===== config.mk =====
export PLATFORM = sky130hd
export DESIGN_NAME = alu_operand_stage_flat
export DESIGN_NICKNAME = d
export VERILOG_FILES = /design/src/rtl/alu_operand_if.sv /design/src/rtl/alu_operand_stage.sv /design/src/flat_wrapper.sv
export SDC_FILE = /design/constraint.sdc
export NUM_CORES = 1
export LEC_CHECK = 0
export CORE_MARGIN = 5
export CORE_UTILIZATION = 47
export DETAILED_ROUTE_END_ITERATION = 16
export HOLD_SLACK_MARGIN = 0.1
export PLACE_DENSITY = 0.86
export SLEW_MARGIN = 20
export SYNTH_ARGS = -nofsm -noshare
export SYNTH_HDL_FRONTEND = slang
export SYNTH_SLANG_ARGS = --single-unit
export TNS_END_PERCENT = 30

===== constraint.sdc =====
create_clock -name clk -period 2.6 [get_ports clk]
set_clock_uncertainty 0.15 [all_clocks]
set_input_delay 0.52 -clock clk [delete_from_list [all_inputs] [get_ports clk]]
set_output_delay 0.52 -clock clk [all_outputs]
set_load 0.03 [all_outputs]

===== src/rtl/alu_operand_if.sv =====
// Operand-collection bus between an operand source and the ALU operand stage.
// The master drives loads and the downstream handshake; the slave presents the collected set.
interface alu_operand_if #(
  parameter int BUS_WIDTH = 8,
  parameter int NUM_OPS   = 5
);
  logic [NUM_OPS-1:0][BUS_WIDTH-1:0] ops;
  logic [NUM_OPS-1:0]                reg_en;
  logic                              f_add;
  logic [NUM_OPS-1:0]                need_mask;
  logic                              flush;
  logic                              in_ready;
  logic                              op_valid;
  logic                              op_ready;
  logic [NUM_OPS-1:0][BUS_WIDTH-1:0] op_regs;
  logic [NUM_OPS-1:0]                loaded;
  logic                              ovr;
  logic [15:0]                       set_count;

  modport master (
    output ops, reg_en, f_add, need_mask, flush, op_ready,
    input  in_ready, op_valid, op_regs, loaded, ovr, set_count
  );

  modport slave (
    input  ops, reg_en, f_add, need_mask, flush, op_ready,
    output in_ready, op_valid, op_regs, loaded, ovr, set_count
  );
endinterface


===== src/rtl/alu_operand_stage.sv =====
// Collects a set of operands into registers and hands the complete set to the ALU
// with a valid/ready handshake; counts consumed sets and flags overwrites.
module alu_operand_stage #(
  parameter int                 BUS_WIDTH = 8,
  parameter int                 NUM_OPS   = 5,
  parameter logic [NUM_OPS-1:0] ZERO_MASK = 5'b01010
) (
  input logic         clk,
  input logic         rst_n,
  alu_operand_if.slave bus
);
  // state   | meaning
  // COLLECT | gathering operands, op_valid=0, loads always accepted
  // FULL    | complete set presented, loads accepted only with op_ready
  typedef enum logic {COLLECT = 1'b0, FULL = 1'b1} state_e;

  state_e                            state_q, state_d;
  logic [NUM_OPS-1:0][BUS_WIDTH-1:0] op_regs_q, op_regs_d;
  logic [NUM_OPS-1:0]                loaded_q, loaded_d;
  logic                              ovr_q, ovr_d;
  logic [15:0]                       set_count_q, set_count_d;

  logic               in_ready;
  logic               fire;
  logic [NUM_OPS-1:0] acc;
  logic [NUM_OPS-1:0] merged;

  function automatic logic complete(input logic [NUM_OPS-1:0] have,
                                    input logic [NUM_OPS-1:0] need);
    return (need != '0) && ((have & need) == need);
  endfunction

  assign in_ready = (state_q == COLLECT) | bus.op_ready;
  assign acc      = bus.reg_en & {NUM_OPS{in_ready}};
  assign fire     = (state_q == FULL) & bus.op_ready;
  assign merged   = loaded_q | acc;

  always_comb begin
    state_d     = state_q;
    op_regs_d   = op_regs_q;
    loaded_d    = loaded_q;
    ovr_d       = 1'b0;
    set_count_d = set_count_q;

    if (bus.flush) begin
      // Abandon wins over everything, including a pending handshake.
      state_d  = COLLECT;
      loaded_d = '0;
    end else begin
      for (int i = 0; i < NUM_OPS; i++) begin
        if (acc[i]) begin
          op_regs_d[i] = (bus.f_add && ZERO_MASK[i]) ? '0 : bus.ops[i];
        end
      end

      if (fire) begin
        if (set_count_q != 16'hFFFF) begin
          set_count_d = set_count_q + 16'd1;
        end
        // Loads landing with the fire seed the next collection.
        loaded_d = acc;
        state_d  = complete(acc, bus.need_mask) ? FULL : COLLECT;
      end else if (state_q == COLLECT) begin
        loaded_d = merged;
        ovr_d    = |(acc & loaded_q);
        state_d  = complete(merged, bus.need_mask) ? FULL : COLLECT;
      end
    end
  end

  always_ff @(posedge clk or negedge rst_n) begin
    if (!rst_n) begin
      state_q     <= COLLECT;
      op_regs_q   <= '0;
      loaded_q    <= '0;
      ovr_q       <= 1'b0;
      set_count_q <= '0;
    end else begin
      state_q     <= state_d;
      op_regs_q   <= op_regs_d;
      loaded_q    <= loaded_d;
      ovr_q       <= ovr_d;
      set_count_q <= set_count_d;
    end
  end

  assign bus.in_ready  = in_ready;
  assign bus.op_valid  = (state_q == FULL);
  assign bus.op_regs   = op_regs_q;
  assign bus.loaded    = loaded_q;
  assign bus.ovr       = ovr_q;
  assign bus.set_count = set_count_q;
endmodule


===== src/flat_wrapper.sv =====
// flat-port wrapper written by rule: the top's interface ports become plain ports
module alu_operand_stage_flat 
#(
  parameter int                 BUS_WIDTH = 8,
  parameter int                 NUM_OPS   = 5,
  parameter logic [NUM_OPS-1:0] ZERO_MASK = 5'b01010
)
  (clk, rst_n, bus_ops, bus_reg_en, bus_f_add, bus_need_mask, bus_flush, bus_op_ready, bus_in_ready, bus_op_valid, bus_op_regs, bus_loaded, bus_ovr, bus_set_count);
  alu_operand_if #(.BUS_WIDTH(BUS_WIDTH), .NUM_OPS(NUM_OPS)) bus_i ();
  input logic clk;
  input logic rst_n;
  input wire logic [$bits(bus_i.ops)-1:0] bus_ops;
  input wire logic [$bits(bus_i.reg_en)-1:0] bus_reg_en;
  input wire logic [$bits(bus_i.f_add)-1:0] bus_f_add;
  input wire logic [$bits(bus_i.need_mask)-1:0] bus_need_mask;
  input wire logic [$bits(bus_i.flush)-1:0] bus_flush;
  input wire logic [$bits(bus_i.op_ready)-1:0] bus_op_ready;
  output wire logic [$bits(bus_i.in_ready)-1:0] bus_in_ready;
  output wire logic [$bits(bus_i.op_valid)-1:0] bus_op_valid;
  output wire logic [$bits(bus_i.op_regs)-1:0] bus_op_regs;
  output wire logic [$bits(bus_i.loaded)-1:0] bus_loaded;
  output wire logic [$bits(bus_i.ovr)-1:0] bus_ovr;
  output wire logic [$bits(bus_i.set_count)-1:0] bus_set_count;
  assign bus_i.ops = bus_ops;
  assign bus_i.reg_en = bus_reg_en;
  assign bus_i.f_add = bus_f_add;
  assign bus_i.need_mask = bus_need_mask;
  assign bus_i.flush = bus_flush;
  assign bus_i.op_ready = bus_op_ready;
  assign bus_in_ready = bus_i.in_ready;
  assign bus_op_valid = bus_i.op_valid;
  assign bus_op_regs = bus_i.op_regs;
  assign bus_loaded = bus_i.loaded;
  assign bus_ovr = bus_i.ovr;
  assign bus_set_count = bus_i.set_count;
  alu_operand_stage #(.BUS_WIDTH(BUS_WIDTH), .NUM_OPS(NUM_OPS), .ZERO_MASK(ZERO_MASK)) u_core (.clk(clk), .rst_n(rst_n), .bus(bus_i));
endmodule

---- Word level (Yosys, flattened, before mapping) ----
Index checks and enable logic that the tools add are counted.
W data, S select, Z words.
cells by class
  add/subtract/negate cells ............... 1
  equality and inequality tests ........... 4
  mux-type cells .......................... 13
  bitwise gates (word level) .............. 9
  reduce and logical (&&, ||, !) cells .... 10
operator list
  cell                     count
  $and A5 B5 Y5            4
  $add A16 B1 Y16 const B  1
  $mux W8                  2
  $ne A16 B16 Y1 const B   1
  $mux W5                  3
  $eq A5 B5 Y1             2
  $reduce_and A2 Y1        5
  $mux W1                  8
  $or A5 B5 Y5             1
  $reduce_bool A5 Y1       1
  $reduce_or A5 Y1         1
  $ne A3 B3 Y1 const B     1
  $reduce_and A3 Y1        1
  $logic_and A1 B1 Y1      2
  $not A1 Y1               2
  $and A1 B1 Y1            1
  $or A1 B1 Y1             1
storage, ports and cells
  bits in registers ....................... 63
  output and inout port bits .............. 64
  logic and storage cells ................. 46

---- Logic depth before layout (Yosys ltp) ----
  depth in word-level cells ............... 11
  gate-level depth with buffers ........... 8

---- Least setup slack after synthesis ----
No wires, ideal clock.
  path kind ............................... input port to flip-flop
  from .................................... in bus_op_ready
  to ...................................... reg u_core.op_regs_q, in the netlist u_core.bus.op_regs[0]
  setup time .............................. 125 ps
  data arrival time ....................... 1671 ps
  data required time ...................... 2325 ps
  slack ................................... 654 ps
  stages on the path ...................... 7
  buffers on the path ..................... 3
  cells stage by stage .................... buf_6 -> nand2b_4 -> buf_6 -> nor2b_4 -> and2_4 -> buf_6 -> mux2_4
on the way
  word-level cells in the longest chain between the ends .. 3
RTL lines
  item                         RTL line                 source
  start, declared              flat_wrapper.sv:17       input wire logic [$bits(bus_i.op_ready)-1:0] bus_op_ready;
  $or A1 B1 Y1                 alu_operand_stage.sv:33  assign in_ready = (state_q == COLLECT) | bus.op_ready;
  named net bus_in_ready       flat_wrapper.sv:18       output wire logic [$bits(bus_i.in_ready)-1:0] bus_in_ready;
  $and A5 B5 Y5                alu_operand_stage.sv:34  assign acc = bus.reg_en & {NUM_OPS{in_ready}};
  $reduce_and A2 Y1 (no line)  -
  end signal, assigned         alu_operand_stage.sv:80  op_regs_q <= op_regs_d;
  end, declared                alu_operand_stage.sv:18  logic [NUM_OPS-1:0][BUS_WIDTH-1:0] op_regs_q, op_regs_d;
The timed path passes the listed nets, and every way through them passes these cells.
A chain may end at the register's enable or synchronous reset.

---- Worst setup path after layout ----
  from .................................... reg u_core.state_q, in the netlist u_core.bus.op_valid
  to ...................................... out bus_op_valid
RTL lines
  item                    RTL line                 source
  start, declared         alu_operand_stage.sv:17  state_e state_q, state_d;
  start signal, assigned  alu_operand_stage.sv:79  state_q <= state_d;
  end, declared           flat_wrapper.sv:19       output wire logic [$bits(bus_i.op_valid)-1:0] bus_op_valid;
No word-level cell between the ends.

==> results.sh <==
export IMPL_viasPerCell=5.20
export IMPL_cts_buffers=9
export IMPL_path_cells="clkdlybuf4s50_1"
export IMPL_cp_top_family="buffers and inverters"
export IMPL_critPathMaxFanout=5
export IMPL_power_density_mw_per_mm2=715
export IMPL_drt_iter0_drc=160
export IMPL_setup_tns_ns=0
export IMPL_hold_viol_final=0
export IMPL_cts_max_level=3
export IMPL_ctsRootBufferMaster="clkbuf_8"
export IMPL_slowest_delay_ns=0.74
export IMPL_end_kind="output pin"
export IMPL_drc_errors=0
export IMPL_worst_ep_required_time_ns=1.93
export IMPL_maxSlewHeadroom=0.624
export IMPL_fmax_ghz=0.444
export IMPL_grt_usage=0.191
export IMPL_worstHoldEndpoint="u_core.bus.op_regs[12]"
export IMPL_syn2layout_area_growth_pct=48.0
export IMPL_numPortBuffers=118
export IMPL_hold_class="flip-flop to flip-flop"
export IMPL_synth_cell_types=36
export IMPL_nets=429
export IMPL_dr_pass1_iters=7
export IMPL_dieWidth_um=89.7
export IMPL_syn_nets=306
export IMPL_antenna_found_initial=0
export IMPL_synthesis_area_sq_mm=0.00298
export IMPL_min_from="u_core.bus.op_regs[12]"
export IMPL_grt_pass1_vias=2390
export IMPL_fp_dieArea_sq_mm=0.00804
export IMPL_seq_area_frac_synth=0.529
export IMPL_ys_warnings_count=0
export IMPL_rsz0062_at_grt="no"
export IMPL_avgSynthCellArea_sq_um=11.9
export IMPL_clock_latency_ns=0.33
export IMPL_crit_path_top_delay_cell="clkdlybuf4s50_1"
export IMPL_place_congestion=0.832
export IMPL_drt_wirelength_per_cell_um=16.7
export IMPL_routed_wl_um=7590
export IMPL_holdPathStages=2
export IMPL_ant_nets=0
export IMPL_setup_viol=0
export IMPL_r2r_end="u_core.bus.set_count[5]"
export IMPL_ys_flop_type="dfrtp_1"
export IMPL_reg2reg_depth=5
export IMPL_setup_ws_ns=0.346
export IMPL_synthCells=250
export IMPL_path_clk_slew_ns=0.07
export IMPL_async_flop_share=1.00
export IMPL_path_buf_inv=1
export IMPL_finalCritPeriodShare=0.867
export IMPL_rows=29
export IMPL_die_y_um=89.7
export IMPL_hpwl_um=5750
export IMPL_fin_crit_ns=2.25
export IMPL_io_pins=119
export IMPL_peakVddDrop_uv=452
export IMPL_drv_cap=0
export IMPL_diodes=0
export IMPL_crit_arrival_ns=1.58
export IMPL_slew_violations=0
export IMPL_final_core_util=0.703
export IMPL_grt_first_pass_wirelength_um=11600
export IMPL_core_area_sq_mm=0.00628
export IMPL_layout_drive_gt1_share=0.148
export IMPL_crit_type="flip-flop to output pin"
export IMPL_cts_sinks=63
export IMPL_vias=2364
export IMPL_synth_edf_count=0
export IMPL_start_util=0.475
export IMPL_cts_buffer_depth=2
export IMPL_reg2reg_slack_ns=0.70
export IMPL_dp_slack_ns=0.214
export IMPL_grt_max_degree=40
export IMPL_grt_overflow=0
export IMPL_status="finished, final reports clean"
export IMPL_leakagePower_uw=0.00197
export IMPL_cts_tree="yes"
export IMPL_reg2reg_from="u_core.bus.set_count[4]"
export IMPL_worst_slew_pin_transition_ns=0.564
export IMPL_ys_seq_elements=63
export IMPL_p_total_uw=3150
export IMPL_critPathLaunchType="flip-flop"
cells in the final DEF (no fill, tap or decap), types with 2 or more instances in the layout:
cell and n:
a21oi_1 7, a31oi_1 4, nor2_1 9, clkinvlp_4 2, mux2_2 2, o21ai_0 18, clkdlybuf4s50_1 116, nand2_1 23
nand3_1 8, mux2i_1 5, and2_4 3, nand4_1 4, buf_4 4, clkinv_2 3, inv_1 8, nand2b_1 18
xor2_1 4, dfrtp_1 63, xnor2_1 7, a211oi_1 9, clkbuf_8 10, and3_1 9, mux2_4 24
stage by stage:
| stage | cell area [sq um] | hold WS, ns | std cells |
|---|---|---|---|
| 5_1_grt | 4410 | 0.373 | 455 |
| 6_report | 4410 | 0.332 | 455 |
| 3_5_place_dp | 4200 | 0.320 | 438 |
| 2_1_floorplan | 2980 | 0.0744 | 250 |
| 3_3_place_gp | 4200 | 0.313 | 438 |
| 4_1_cts | 4410 | 0.337 | 455 |
layout make-up:
class | instances | area (sq um)
flip-flops and latches | 63 | 1580
repair buffers | 123 | 1230
clock inverters | 6 | 60.1
multi-input cells | 168 | 1280
fillers | 456 | 1870
clock buffers | 10 | 138
inverters | 8 | 30.0
well taps | 77 | 96.3
worst max path at each step:
stage	start	to	slack, ns	depth (start not counted)
global placement	bus_op_ready	u_core.bus.op_regs[0]	0.25	5
finish	u_core.bus.op_valid	bus_op_valid	0.35	1
floorplan	bus_op_ready	u_core.bus.op_regs[0]	0.65	7
CTS	u_core.bus.op_valid	bus_op_valid	0.33	1
detailed placement	bus_op_ready	u_core.bus.op_regs[7]	0.21	5
global route	u_core.bus.op_valid	bus_op_valid	0.31	1
cell usage after synthesis, types with 2 or more instances:
master | number | area [sq um]
nand2b_1 | 18 | 113
dfrtp_1 | 63 | 1580
mux2_2 | 2 | 22.5
nor2_1 | 9 | 33.8
xor2_1 | 4 | 35.0
buf_4 | 2 | 15.0
buf_2 | 3 | 15.0
nand4_1 | 4 | 25.0
mux2_4 | 24 | 360
xnor2_1 | 7 | 61.3
inv_1 | 8 | 30.0
a31oi_1 | 4 | 25.0
nand3_1 | 8 | 40.0
a211oi_1 | 9 | 67.6
buf_6 | 5 | 56.3
mux2i_1 | 5 | 50.1
and3_1 | 9 | 56.3
o21ai_0 | 18 | 90.1
and2_4 | 3 | 26.3
a21oi_1 | 7 | 35.0
nand2_1 | 23 | 86.3
power by group:
group | total (uW) | internal [uW] | switching [uW] | leakage [uW]
Sequential | 1250 | 1130 | 118 | 0.000794
Clock | 841 | 463 | 378 | 0.0000981
Combinational | 1060 | 514 | 549 | 0.00108
cells by family after synthesis:
kind of cell	count (synthesis)	share of synthesized area
and+or+nand+nor	81	0.156
DFF	63	0.529
AOI/OAI and AO/OA	44	0.0936
muxes	31	0.145
buffers and inverters	19	0.0403
xor gates and xnor gates	11	0.0323
adders and majority gates	1	0.00420
per-layer routing:
| layer | up-vias | GRT usage | wire, um |
|---|---|---|---|
| met5 | - | 0 | 0 |
| met4 | 0 | 0.0974 | 187 |
| met2 | 107 | 0.304 | 3700 |
| met3 | 22 | 0.0484 | 613 |
| li1 | 1121 | - | - |
| met1 | 1114 | 0.240 | 3090 |
sequential cells by signal (all words and copies together), names as in the netlist:
register,flops
u_core.bus.op_regs,40
u_core.bus.set_count,16
u_core.bus.loaded,5
u_core.bus.op_valid,1
u_core.bus.ovr,1
timing repair:
item | CTS | global route
buffers inserted | 0 | 0
resized for setup | 0 | 0
hold buffers | 1 | 0
hold endpoints to repair | 24 | 0
setup endpoints to repair | 0 | 0
(Power assumes the default switching activity.)
